File: config.mk
export PLATFORM = sky130hd
export DESIGN_NAME = branch_predict_unit
export DESIGN_NICKNAME = d
export VERILOG_FILES = /design/src/rtl/branch_predict_unit.sv
export SDC_FILE = /design/constraint.sdc
export NUM_CORES = 1
export LEC_CHECK = 0
export ABC_AREA = 1
export BUFFER_PORTS_ARGS = -buffer_cell sky130_fd_sc_hd__clkbuf_2
export CAP_MARGIN = 30
export CORE_AREA = 3 3 157 159
export CTS_CLUSTER_DIAMETER = 60
export DETAILED_ROUTE_END_ITERATION = 16
export DIE_AREA = 0 0 160 162
export GPL_ROUTABILITY_DRIVEN = 0
export HOLD_SLACK_MARGIN = 0.12
export PLACE_DENSITY = 0.81
export RECOVER_POWER = 100
export SLEW_MARGIN = 20
export SYNTH_ARGS = -nofsm -noshare
export SYNTH_HDL_FRONTEND = slang
export SYNTH_SLANG_ARGS = --single-unit
File: constraint.sdc
create_clock -name clk -period 3.3 [get_ports clk]
set_input_delay 0.66 -clock clk [delete_from_list [all_inputs] [get_ports clk]]
set_output_delay 0.66 -clock clk [all_outputs]
set_load 0.005 [all_outputs]
File: src/rtl/branch_predict_unit.sv
// Conditional-branch resolver with a one-cycle registered result and a bimodal
// 2-bit-counter BHT for fetch prediction. Optional counters: BRANCH_STATS_EN.
module branch_predict_unit #(
  parameter int XLEN        = 32,
  parameter int BHT_ENTRIES = 64
) (
  input  logic            clk,
  input  logic            rst,
  input  logic [XLEN-1:0] pred_pc,
  output logic            pred_taken,
  input  logic            res_valid,
  input  logic [XLEN-1:0] res_pc,
  input  logic [XLEN-1:0] res_imm,
  input  logic [XLEN-1:0] rs1_d,
  input  logic [XLEN-1:0] rs2_d,
  input  logic [2:0]      funct3,
  input  logic            res_pred_taken,
  input  logic            flush,
  output logic            out_valid,
  output logic            branch,
  output logic [XLEN-1:0] target,
  output logic [XLEN-1:0] redirect_pc,
  output logic            mispredict,
`ifdef BRANCH_STATS_EN
  output logic [31:0]     stat_branches,
  output logic [31:0]     stat_mispredicts,
`endif
  output logic            illegal
);

  localparam int IDX = $clog2(BHT_ENTRIES);

  logic [1:0]      bht_q [BHT_ENTRIES];
  logic [IDX-1:0]  pred_idx_s;
  logic [IDX-1:0]  res_idx_s;
  logic            cond_s;
  logic            legal_s;
  logic            accept_s;
  logic            upd_en_s;
  logic [1:0]      cnt_cur_s;
  logic [1:0]      cnt_d;
  logic [XLEN-1:0] target_s;
  logic [XLEN-1:0] seq_pc_s;
  logic            unused_pred_s;

  logic            out_valid_q;
  logic            branch_q;
  logic [XLEN-1:0] target_q;
  logic [XLEN-1:0] redirect_q;
  logic            mispredict_q;
  logic            illegal_q;

  assign pred_idx_s    = pred_pc[IDX+1:2];
  assign res_idx_s     = res_pc[IDX+1:2];
  assign unused_pred_s = ^{pred_pc[XLEN-1:IDX+2], pred_pc[1:0]};
  assign pred_taken    = bht_q[pred_idx_s][1];

  assign target_s = res_pc + res_imm;
  assign seq_pc_s = res_pc + {{(XLEN-3){1'b0}}, 3'b100};

  // Branch condition decode; 010/011 are not branch encodings.
  always_comb begin
    cond_s  = 1'b0;
    legal_s = 1'b1;
    case (funct3)
      3'b000:  cond_s = (rs1_d == rs2_d);
      3'b001:  cond_s = (rs1_d != rs2_d);
      3'b100:  cond_s = ($signed(rs1_d) <  $signed(rs2_d));
      3'b101:  cond_s = ($signed(rs1_d) >= $signed(rs2_d));
      3'b110:  cond_s = (rs1_d <  rs2_d);
      3'b111:  cond_s = (rs1_d >= rs2_d);
      default: begin
        cond_s  = 1'b0;
        legal_s = 1'b0;
      end
    endcase
  end

  assign accept_s  = res_valid && !flush;
  assign upd_en_s  = accept_s && legal_s;
  assign cnt_cur_s = bht_q[res_idx_s];

  // Saturating counter step for the resolving branch's entry.
  always_comb begin
    cnt_d = cnt_cur_s;
    if (cond_s) begin
      if (cnt_cur_s != 2'b11) begin
        cnt_d = cnt_cur_s + 2'b01;
      end else begin
        cnt_d = cnt_cur_s;
      end
    end else begin
      if (cnt_cur_s != 2'b00) begin
        cnt_d = cnt_cur_s - 2'b01;
      end else begin
        cnt_d = cnt_cur_s;
      end
    end
  end

`ifdef BRANCH_STATS_EN
  logic [31:0] stat_br_q;
  logic [31:0] stat_mp_q;
`endif

  // Result registers and BHT; non-accepted cycles hold the last result fields.
  always_ff @(posedge clk) begin
    if (rst) begin
      out_valid_q  <= 1'b0;
      branch_q     <= 1'b0;
      target_q     <= {XLEN{1'b0}};
      redirect_q   <= {XLEN{1'b0}};
      mispredict_q <= 1'b0;
      illegal_q    <= 1'b0;
      for (int i = 0; i < BHT_ENTRIES; i++) begin
        bht_q[i] <= 2'b01;
      end
`ifdef BRANCH_STATS_EN
      stat_br_q <= 32'd0;
      stat_mp_q <= 32'd0;
`endif
    end else begin
      out_valid_q <= accept_s;
      if (accept_s) begin
        branch_q     <= legal_s && cond_s;
        target_q     <= target_s;
        redirect_q   <= (legal_s && cond_s) ? target_s : seq_pc_s;
        mispredict_q <= legal_s && (cond_s != res_pred_taken);
        illegal_q    <= !legal_s;
      end
      if (upd_en_s) begin
        bht_q[res_idx_s] <= cnt_d;
`ifdef BRANCH_STATS_EN
        stat_br_q <= stat_br_q + 32'd1;
        if (cond_s != res_pred_taken) begin
          stat_mp_q <= stat_mp_q + 32'd1;
        end
`endif
      end
    end
  end

  assign out_valid   = out_valid_q;
  assign branch      = branch_q;
  assign target      = target_q;
  assign redirect_pc = redirect_q;
  assign mispredict  = mispredict_q;
  assign illegal     = illegal_q;
`ifdef BRANCH_STATS_EN
  assign stat_branches    = stat_br_q;
  assign stat_mispredicts = stat_mp_q;
`endif

endmodule

* Word level (Yosys, flattened, before mapping)
Memory sizes are Yosys's and may differ from the RTL's.
Index checks and enable logic that the tools add are counted.
** Word-level totals
- Memory bits (writable) :: 128
- Output and inout bits :: 69
- Word-level logic and storage cells :: 48
- Memories kept :: 1
- Register bits :: 68
- Input bits :: 168
** Memories
- bht_q :: words 64, width 2, read ports 2, clocked after Yosys merged registers in 0, wr ports 64, RTL line 33 : logic [1:0] bht_q [BHT_ENTRIES];
** Operators by class
- Add/subtract/negate cells :: 4
- Equality and inequality tests :: 9
- Reduce and logical (&&, ||, !) cells :: 10
- Multiplexer cells :: 14
- $lt $le $gt $ge :: 4
** Operators by type and width (count)
- $ge 32x32->1 :: 2
- $lt 32x32->1 :: 2
- $add 32x3->32 const B :: 1
- $add 32x32->32 :: 1
- $eq 32x32->1 :: 1
- $mux 32 :: 1
- $ne 32x32->1 :: 1
- $eq 3x3->1 const B :: 4
- $mux 2 :: 4
- $mux 1 :: 7
- $mux 6 :: 1
- $pmux 1 s6 :: 1
- $reduce_or 6->1 :: 1
- $logic_and 1x1->1 :: 4
- $eq 3x1->1 const B :: 1
- $logic_not 3->1 :: 1
- $add 2x1->2 const B :: 1
- $logic_not 1->1 :: 2
- $ne 2x2->1 const B :: 1
- $reduce_bool 2->1 :: 1
- $reduce_or 2->1 :: 1
- $sub 2x1->2 const B :: 1
- $ne 1x1->1 :: 1

* Depth between registers and ports, before layout
Gate-level depths: netlist (run 1).
- Depth after elaboration :: 9
- Depth in mapped cells :: 22
- Gate-level depth less buffers :: 22

* Worst setup path after synthesis (run 1)
No wires, ideal clock.
- Path kind :: input port to flip-flop
- Start :: in res_pc[0]
- End :: reg redirect_q[26], in the netlist redirect_pc[26]
- Library setup time :: 0.132 ns
- Data arrival time :: 2.734 ns
- Path buffers :: 0
- Stages on the path :: 16
- Setup slack :: 0.433 ns
- Cells stage by stage :: ha_1 inv_1 fa_1 inv_1 nand2_1 o21ai_0 inv_1 o21ai_0 nand3_1 nand3_1 nand2_1 nand2_1 xnor2_1 nand2_1 nand3_1 a21oi_1
** Between the ends
- Word-level cells in the longest chain between the ends :: 2
- Elaborated cells on any way between the ends :: 3
** Ends and longest elaborated chain
- start, declared :: RTL line 12 : input logic [XLEN-1:0] res_pc,
- $add 32x3->32 or $add 32x32->32 (tied branches) :: RTL line 59, 58
- $mux 32 (*) :: RTL line 127 : redirect_q <= (legal_s && cond_s) ? target_s : seq_pc_s;
- end signal, assigned :: RTL line 112 : redirect_q <= {XLEN{1'b0}};
- end signal, assigned :: RTL line 127
- end, declared :: RTL line 49 : logic [XLEN-1:0] redirect_q;
Mark *: on every way between the ends. The rest lies on a longest branch, timed or not.
A chain may end at the register's enable or synchronous reset.

* Worst setup path after layout (run 1)
- Start :: in pred_pc[3]
- End :: out pred_taken
** Between the ends
- Word-level cells in the longest chain between the ends :: 1
** Ends and longest elaborated chain
- start, declared :: RTL line 9 : input logic [XLEN-1:0] pred_pc,
- $mem_v2 64x2
- end, declared :: RTL line 10 : output logic pred_taken,
Every way passes these cells.

==> summary.txt, run 1 <==
Yosys
  – Ys Warns: 0
  – Yosys cell types: 48
  – Syn Inst Count: 1862
  – Mapped Nets: 2095
  – Post-synthesis register bit count: 196
  – Cell area after synthesis: 0.0133 mm²
  – Post-synth top area cell: edfxtp_1
  – Synth area leaders: edfxtp_1 (29%), nand2_1 (12%), dfxtp_1 (10%)
  – Share of the synthesized area in the top cell type: 0.288
  – Sequential area share after synthesis: 0.390
  – Post-synth EDFFs: 128
  – Mean post-synth cell area: 7.16 µm²
  – Top FF cell, synth: edfxtp_1
  – Asr flop ratio synth: 0

Critical path
  – Crit Reg-Reg Startpoint: bht_q[17][1]
  – Crit path kind: input pin to primary output
  – Critical path endpoint category: primary output
  – CP Data Required Time: 2640 ps
  – R2R Setup Slk: 950 ps
  – Critical Path AT: 2420 ps
  – Critical R2R Capture: bht_q[13][0]
  – Crit-path max FO: 24
  – Reg2reg path depth: 13
  – Startpoint Class: input pin

Floorplanning
  – Die Wd: 160 µm
  – Area of the die: 0.0259 mm²
  – Core area: 0.0234 mm²
  – Die height: 162 µm
  – Starting Density: 0.570
  – Row Count: 56
  – Top Ports: 237

Routing
  – DR iter-0 viols: 1590
  – TritonRoute pass-1 iters: 6
  – Vias per cell: 5.73
  – DRC viols: 0
  – Detail Route Antenna Nets: 0
  – Post-Route WL: 41600 µm
  – DR WL/cell: 17.4 µm
  – DR vias: 13700

CTS
  – Clock slew at reported path FFs: 70 ps
  – CTS tree: yes
  – Maximum buffer depth of the clock tree: 2
  – Worst-skew pair later-pin latency: 440 ps
  – H-tree depth: 4
  – Num CTS Buffers: 17
  – Root Buffer: clkbuf_16
  – CTS Hold Buffers Added: 0
  – Clk sinks: 196
  – Post_cts resized: 0
  – Post-CTS Setup Inserts: 0

Cells and area
  – Most frequent cells in the layout: nand2_1 (410), nor2_1 (275), inv_1 (270)
  – NumNets Final: 2291
  – Area Overhead vs Synth: 14.6%
  – Ant. Diodes: 0
  – Fraction of layout cells with a size suffix above 1: 0.124
  – Most common cell after layout, fill and taps aside: nand2_1

STA
  – Worst setup margin: 217 ps
  – Clock Skew: 12.9 ps
  – Crit share post-route: 0.934
  – RSZ-0062 raised after global routing: no
  – Final slew viol count: 134
  – Final hold vios: 0
  – Max Clk Rate: 324 MHz
  – # setup viols final: 0
  – Min Clock Period, post-route: 3080 ps
  – Total Neg Setup Slack: 0 ps
  – Relative slew slack: -0.225
  – Slew @ Worst Pin: 1840 ps

Status
  – Failing checks: max-capacitance violations, max-slew violations
  – Status: finished with violations

Power and ir drop
  – Leak: 6.71 nW
  – Pwr Density: 409 mW/mm²
  – Maximum vdd drop: 0.350 mV

Global routing
  – GRT Residual Overflow: 0
  – Pin count of the biggest net entering global routing: 98
  – Initial antenna violation count: 0
  – First-pass GRT wire length: 65500 µm
  – Vias in the first global route: 13100
  – Total GRT Usage: 0.315

Placement
  – Port-buffer cells: 210
  – Hpwl dp: 30500 µm
  – Pre-CTS WS: 42.5 ps

Worst hold path
  – Hold Crit Class: register to register
  – WHS Path Cells: 2
  – Hold Path Sink: redirect_pc[26]
  – Hold_sp: redirect_pc[26]

Job
  – Max-Cap Viols: 2
[registers in the layout, summed over array words and instances (netlist names)]
register and flops:
bht_q 128, branch 1, illegal 1, mispredict 1, out_valid 1, redirect_pc 32, target 32
[where the power goes]
part / leakage, nW / internal [mW] / switching, mW
Combinational: 4.77 / 0.511 / 0.978
Sequential: 1.67 / 2.69 / 0.0492
Clock: 0.275 / 1.03 / 0.984
Total: 6.71 / 4.23 / 2.01
[final cells by class]
cell class | count | area, µm²
clock buffers | 20 | 458
flip-flops and latches | 196 | 5200
repair buffers | 255 | 1390
multi-input cells | 1303 | 6660
inverters | 285 | 1070
well taps | 319 | 399
clock inverters | 12 | 96.3
fillers | 2039 | 8120
[Yosys cell counts, types with 7 or more instances]
| master | count |
|---|---|
| a221oi_1 | 12 |
| o21ai_0 | 91 |
| nand2_1 | 409 |
| ha_1 | 64 |
| nor3_1 | 22 |
| buf_2 | 23 |
| nand3_1 | 162 |
| nand4_1 | 22 |
| inv_1 | 271 |
| o211ai_1 | 23 |
| edfxtp_1 | 128 |
| a21oi_1 | 105 |
| dfxtp_1 | 68 |
| a22oi_1 | 9 |
| xnor2_1 | 25 |
| clkbuf_1 | 40 |
| buf_6 | 7 |
| nor2_1 | 276 |
| xor2_1 | 25 |
| inv_2 | 13 |
[metrics by stage]
| stage | hold WS, ps | total power, mW | cells | instance area, µm² | util |
|---|---|---|---|---|---|
| after floorplan | 462 | 3.73 | 1862 | 13300 | - |
| after global placement | 453 | 4.24 | 2357 | 14800 | 0.633 |
| after detailed placement | 455 | 4.26 | 2358 | 14800 | 0.634 |
| after CTS | 466 | 6.23 | 2390 | 15400 | 0.657 |
| after global routing | 487 | 6.48 | 2390 | 15300 | 0.653 |
| final | 466 | 6.24 | 2390 | 15300 | 0.653 |
[worst max-delay path by stage]
stage,start,endpoint,slack (ps),cells after the start
after floorplan,res_pc[0],redirect_pc[26],430,16
after global placement,rs2_d[31],bht_q[16][1],110,19
after detailed placement,rs2_d[31],bht_q[1][1],40,19
after CTS,pred_pc[3],pred_taken,300,9
after global routing,res_pc[2],redirect_pc[29],50,15
final,pred_pc[3],pred_taken,220,9
[routing by layer]
| layer | vias up | track usage | share of wire |
|---|---|---|---|
| met1 | 6276 | 0.394 | 0.38 |
| met3 | 117 | 0.0722 | 0.11 |
| met2 | 822 | 0.540 | 0.48 |
| li1 | 6482 | - | - |
| met4 | 0 | 0.106 | 0.032 |
| met5 | - | 0 | 0 |
[worst max-delay path: stages]
cell and delay, ps:
clkbuf_2 350, inv_1 310, o21ai_0 130, o22ai_1 270
o21ai_0 120, o22ai_1 120, nor2_1 50, o31ai_1 250
buf_1 150
[kinds of logic after synthesis]
| family | share of synthesized area |
|---|---|
| AND/OR/NAND/NOR | 0.284 |
| buffers and inverters | 0.110 |
| AO/OA/AOI/OAI | 0.121 |
| flip-flops | 0.390 |
| adder cells (fa/ha/maj) | 0.0616 |
| XOR/XNOR | 0.0328 |
(Power assumes the default switching activity.)
==> run 2, diff against run 1 <==
- CORE_AREA: 3 3 157 159 -> 5 5 159 161
- DIE_AREA: 0 0 160 162 -> 0 0 164 166
==> run 2 against run 1 <==
The flow still finishes with violations (max-capacitance violations, max-slew violations). Worst setup slack got worse by 42 ps. Cell count hardly changed. Fmax down 1.3%. Utilization is 0.89 points lower. Clock power grew 4%. Final area increased by 0.39%. Flip-flop and latch count is the same. Total power rose by 2.0%. Non-clock buffer count decreased by 4.
==> summary.txt, run 2 (synthesis gave the netlist of run 1 again) <==
STA
  – Fin Hold WS: 469 ps
  – Final slew viol count: 134
  – Clock Skew: 15.8 ps
  – Slew @ Worst Pin: 1880 ps
  – Max Clk Rate: 320 MHz
  – # setup viols final: 0
  – Final hold vios: 0
  – Worst setup margin: 175 ps
  – Crit share post-route: 0.947
  – Min Clock Period, post-route: 3120 ps
  – Relative slew slack: -0.250
  – Total Neg Setup Slack: 0 ps
  – RSZ-0062 raised after global routing: no

Cells and area
  – NumNets Final: 2287
  – Area Overhead vs Synth: 15.0%
  – Fraction of layout cells with a size suffix above 1: 0.122
  – Ant. Diodes: 0
  – Top reg by flops: bht_q
  – Most frequent cells in the layout: nand2_1 (409), nor2_1 (275), inv_1 (271)
  – Most common cell after layout, fill and taps aside: nand2_1
  – End-of-flow core utilization: 0.644
  – Largest register FFs: 128
  – Fin area: 0.0153 mm²

Floorplanning
  – Top Ports: 237
  – Die Wd: 164 µm
  – Area of the die: 0.0272 mm²
  – Row Count: 57
  – Die height: 166 µm
  – Starting Density: 0.560
  – Core area: 0.0238 mm²

CTS
  – Root Buffer: clkbuf_16
  – Post-CTS Setup Inserts: 0
  – Clk sinks: 196
  – Maximum buffer depth of the clock tree: 2
  – CTS tree: yes
  – Worst-skew pair later-pin latency: 450 ps
  – Num CTS Buffers: 17
  – Post_cts resized: 0
  – CTS Hold Buffers Added: 0
  – Clock slew at reported path FFs: 80 ps
  – H-tree depth: 4

Worst hold path
  – Hold_sp: redirect_pc[2]
  – WHS Path Cells: 2
  – Hold Path Sink: redirect_pc[2]
  – Hold Crit Class: register to register

Placement
  – Port-buffer cells: 210
  – Hpwl dp: 30900 µm
  – DP Area: 0.0148 mm²
  – Pre-CTS WS: 37.3 ps

Job
  – Max-Cap Viols: 2

Routing
  – Post-Route WL: 42200 µm
  – DRC viols: 0
  – Detail Route Antenna Nets: 0
  – DR iter-0 viols: 1730
  – DR vias: 13800
  – TritonRoute pass-1 iters: 8
  – DR WL/cell: 17.7 µm
  – Vias per cell: 5.76

Status
  – Status: finished with violations
  – Failing checks: max-capacitance violations, max-slew violations

Power and ir drop
  – Leak: 6.73 nW
  – Pwr Density: 415 mW/mm²
  – Maximum vdd drop: 0.371 mV

Global routing
  – Met1 Usage GRT: 0.391
  – First-pass GRT wire length: 66300 µm
  – GRT Residual Overflow: 0
  – Pin count of the biggest net entering global routing: 98
  – M2 GR Usage: 0.491
  – Initial antenna violation count: 0
  – Met3 Track Usage GR: 0.0630
  – Vias in the first global route: 13500
  – Total GRT Usage: 0.304
  – Gr busiest metal: met2

Critical path
  – Crit-path max FO: 20
  – Crit Reg-Reg Startpoint: bht_q[21][1]
  – Top delay family on crit path: compound AO/OA/AOI/OAI gates
  – Worst-path cell chain: clkbuf_2 -> inv_1 -> o21ai_0 -> o22ai_1 -> o21ai_0 -> o22ai_1 -> nor2_1 -> o31ai_1 -> clkbuf_2
  – Reg2reg path depth: 13
  – Critical Path AT: 2460 ps
  – Worst path max stage delay: 340 ps
  – CP Buf/Inv Count: 3
  – Crit path kind: input pin to primary output
  – Critical path endpoint category: primary output
  – CP Data Required Time: 2640 ps
  – CP max-delay cell: inv_1
  – R2R Setup Slk: 1000 ps
  – Startpoint Class: input pin
  – Critical R2R Capture: bht_q[11][0]
## run 2: cell types whose count changed in the layout (fill, tap and decap cells not counted), sizes merged
cell	delta
clkbuf	-1
inv	+1
buf	-4
## run 2: stage by stage
stage               power, mW  instances
floorplan                3.73       1862
global placement         4.25       2358
detailed placement       4.29       2359
CTS                      6.34       2391
global route             6.61       2391
finish                   6.37       2391
## run 2: cell type report
class	instances	area (µm²)
repair buffers	251	1410
well taps	324	405
multi-input cells	1303	6660
inverters	285	1070
fillers	2064	8480
clock inverters	13	136
clock buffers	19	454
flip-flops and latches	196	5200
## run 2: per-layer routing
metal / wire length, µm / vias up / part of all wire
met4: 2120 / 0 / 0.050
met1: 15500 / 6197 / 0.37
met2: 19800 / 902 / 0.47
li1: - / 6491 / -
met5: 0 / - / 0
met3: 4830 / 180 / 0.11
## run 2: how the worst max path moves through the flow
stage	slack, ps	start	cells past startpoint	end
4_1_cts	260	pred_pc[3]	9	pred_taken
2_1_floorplan	430	res_pc[0]	16	redirect_pc[26]
3_5_place_dp	40	rs2_d[31]	19	bht_q[52][1]
3_3_place_gp	170	rs2_d[31]	19	bht_q[49][1]
6_report	180	pred_pc[3]	9	pred_taken
5_1_grt	60	res_pc[2]	17	bht_q[55][0]
## run 2: tightest hold or removal path: cells and delay by family (launching register included)
family	cells	cell delay, ps
AO/OA/AOI/OAI	1	60
AND/OR/NAND/NOR	1	60
flip-flops	1	310
## run 2: power by group
| part | total, mW | switching, mW | internal, mW |
|---|---|---|---|
| Clock | 2.10 | 1.05 | 1.05 |
| Sequential | 2.75 | 0.0521 | 2.69 |
| Combinational | 1.52 | 0.994 | 0.526 |
| Total | 6.37 | 2.10 | 4.27 |
==> run 3, diff against run 2 <==
- ABC_AREA: 1 -> not set
- CORE_AREA: 5 5 159 161 -> 5 5 156 158
- DIE_AREA: 0 0 164 166 -> 0 0 161 163
- PLACE_DENSITY: 0.81 -> 0.8
- SETUP_SLACK_MARGIN: not set -> 0.3
==> run 3 against run 2 <==
The run ends with max-capacitance violations, max-slew violations, negative setup slack left. Sequential share of layout area down 4.0 points. Final area up 13%. Non-clock buffer count up 120. Largest power group unchanged. Highest routed layer unchanged.
==> summary.txt, run 3 <==
STA
  – RSZ-0062 raised after global routing: yes
  – Fin Hold WS: 457 ps
  – Slew @ Worst Pin: 2090 ps
  – Max Clk Rate: 294 MHz
  – Min Clock Period, post-route: 3400 ps
  – Final hold vios: 0
  – # setup viols final: 55
  – Relative slew slack: -0.393
  – Crit share post-route: 1.03
  – Total Neg Setup Slack: -1750 ps
  – Clock Skew: 11.8 ps
  – Final slew viol count: 27
  – Worst setup margin: -99.2 ps

Critical path
  – Critical Path AT: 3700 ps
  – CP Launch Point: rs2_d[6]
  – Crit Reg-Reg Startpoint: bht_q[55][0]
  – CP Data Required Time: 3600 ps
  – Crit-path max FO: 6
  – Crit path kind: input pin to register
  – Startpoint Class: input pin
  – Critical path endpoint category: register
  – R2R Setup Slk: 230 ps

CTS
  – H-tree depth: 4
  – Root Buffer: clkbuf_16
  – CTS tree: yes
  – Maximum buffer depth of the clock tree: 2
  – Clock slew at reported path FFs: 80 ps
  – Worst-skew pair later-pin latency: 450 ps
  – Num CTS Buffers: 17
  – Clk sinks: 196

Status
  – Failing checks: max-capacitance violations, max-slew violations, negative setup slack
  – Status: finished with violations

Yosys
  – Post-synth EDFFs: 128
  – Yosys cell types: 69
  – Most frequent cell after synthesis: nand2_1
  – Asr flop ratio synth: 0
  – Ys Warns: 0
  – Synth area leaders: edfxtp_1 (30%), dfxtp_1 (11%), ha_1 (6.3%)
  – Commonest cells post-synth: nand2_1 (185), edfxtp_1 (128), nor2_1 (109), nand3_1 (92), a21oi_1 (75)
  – Top FF cell, synth: edfxtp_1
  – Sequential area share after synthesis: 0.410
  – Post-synth top area cell: edfxtp_1
  – Post-synthesis register bit count: 196
  – Cell area after synthesis: 0.0127 mm²
  – Mean post-synth cell area: 9.31 µm²
  – Share of the synthesized area in the top cell type: 0.303
  – Mapped Nets: 1596
  – Syn Inst Count: 1363

Routing
  – DR iter-0 viols: 1460
  – Detail Route Antenna Nets: 0
  – Vias per cell: 6.60
  – TritonRoute pass-1 iters: 6
  – DR vias: 13000
  – DR WL/cell: 23.8 µm
  – DRC viols: 0
  – Post-Route WL: 46700 µm

Power and ir drop
  – Maximum vdd drop: 0.362 mV
  – Total power: 7.01 mW
  – Sw Ratio: 0.323
  – Clk pwr share: 0.305
  – Int Pwr: 4.74 mW
  – NetSw: 2.26 mW
  – Pwr Density: 404 mW/mm²
  – Leak: 6.70 nW
  – Comb power frac: 0.301
  – Sequential share of power: 0.393

Worst hold path
  – Hold Crit Class: register to register
  – Hold_sp: target[16]

Global routing
  – First-pass GRT wire length: 66300 µm
  – GRT Residual Overflow: 0
  – Total GRT Usage: 0.321
  – Initial antenna violation count: 1
  – Vias in the first global route: 12700
  – Pin count of the biggest net entering global routing: 60

Job
  – Max-Cap Viols: 1

Cells and area
  – End-of-flow core utilization: 0.756
  – Most frequent cells in the layout: nand2_1 (168), clkbuf_2 (150), edfxtp_1 (128)
  – Filler instances: 1416
  – Largest register FFs: 128
  – Top reg by flops: bht_q
  – Area Overhead vs Synth: 36.8%
  – Fraction of layout cells with a size suffix above 1: 0.360
  – Most common cell after layout, fill and taps aside: nand2_1
  – NumNets Final: 1893

Floorplanning
  – Row Count: 56
  – Top Ports: 237
  – Die height: 163 µm
  – Area of the die: 0.0262 mm²
  – Core area: 0.0230 mm²
  – Starting Density: 0.552
  – Die Wd: 161 µm

Placement
  – Pre-CTS WS: -585 ps
  – Hpwl dp: 29800 µm
  – Port-buffer cells: 210
## run 3: cell count changes after synthesis, moves of 21 or more
cell,delta
a21oi_1,-30
clkbuf_1,+21
nand2b_1,+28
nor3_1,+31
nand2_1,-224
nor2_1,-167
nand3_1,-70
inv_1,-224
mux4_2,+33
o21ai_0,-55
## run 3: layout make-up
class,count,area (µm²),area share
inverters,49,205,0.0118
multi-input cells,1025,8240,0.474
clock inverters,14,151,0.00872
diodes,1,2.50,0.000144
well taps,290,363,0.0209
flip-flops and latches,196,5200,0.300
clock buffers,18,429,0.0247
repair buffers,371,2770,0.160
## run 3: path summary, 6_finish.rpt
check,cells past startpoint,to
max,16,redirect_pc[2]
min reg2reg,2,target[16]
min,2,target[16]
max reg2reg,9,bht_q[59][1]
## run 3: metrics by stage
stage	std cells	cell area [µm²]
6_report	1964	17400
5_1_grt	1963	17400
4_1_cts	1952	16600
3_5_place_dp	1902	15100
3_3_place_gp	1902	15100
2_1_floorplan	1363	13000
## run 3: cell families after synthesis
kind of cell | after synthesis | share of synthesized area
simple gates | 580 | 0.217
compound gates | 256 | 0.134
flops | 196 | 0.410
buf+inv | 144 | 0.0492
fa+ha+maj | 67 | 0.0664
mux | 66 | 0.0861
xor+xnor | 54 | 0.0373
## run 3: worst max-delay path, cell delays in order
cell and delay (ps):
clkbuf_2 70, inv_1 60, ha_4 270, nand2_2 50, or4_4 540, or4_4 520, xnor2_2 150, a21oi_2 80
buf_4 140, buf_6 110, a221oi_4 200, buf_6 180, buf_12 110, buf_16 130, mux2i_1 300, a211oi_2 110
## run 3: per-layer routing
metal,global-route usage,part of all wire
met1,0.371,0.33
met2,0.551,0.48
met3,0.0845,0.12
met4,0.163,0.062
met5,0,0
## run 3: power by group through the flow
stage                     combinational, mW  sequential (mW)  clock, mW
after global routing                   2.21             2.76       2.22
after CTS                              1.81             2.75       2.12
after detailed placement               1.53             2.81          0
after floorplan                       0.958             2.80          0
final                                  2.11             2.76       2.14
after global placement                 1.49             2.80          0
## run 3: repair_timing
item	4_1_cts	5_1_grt
pin swaps	54	30
hold buffers	0	0
resized for setup	132	126
setup buffers	7	5
cloned	11	5
endpoints found under the hold margin	0	0
setup endpoints to repair	160	170
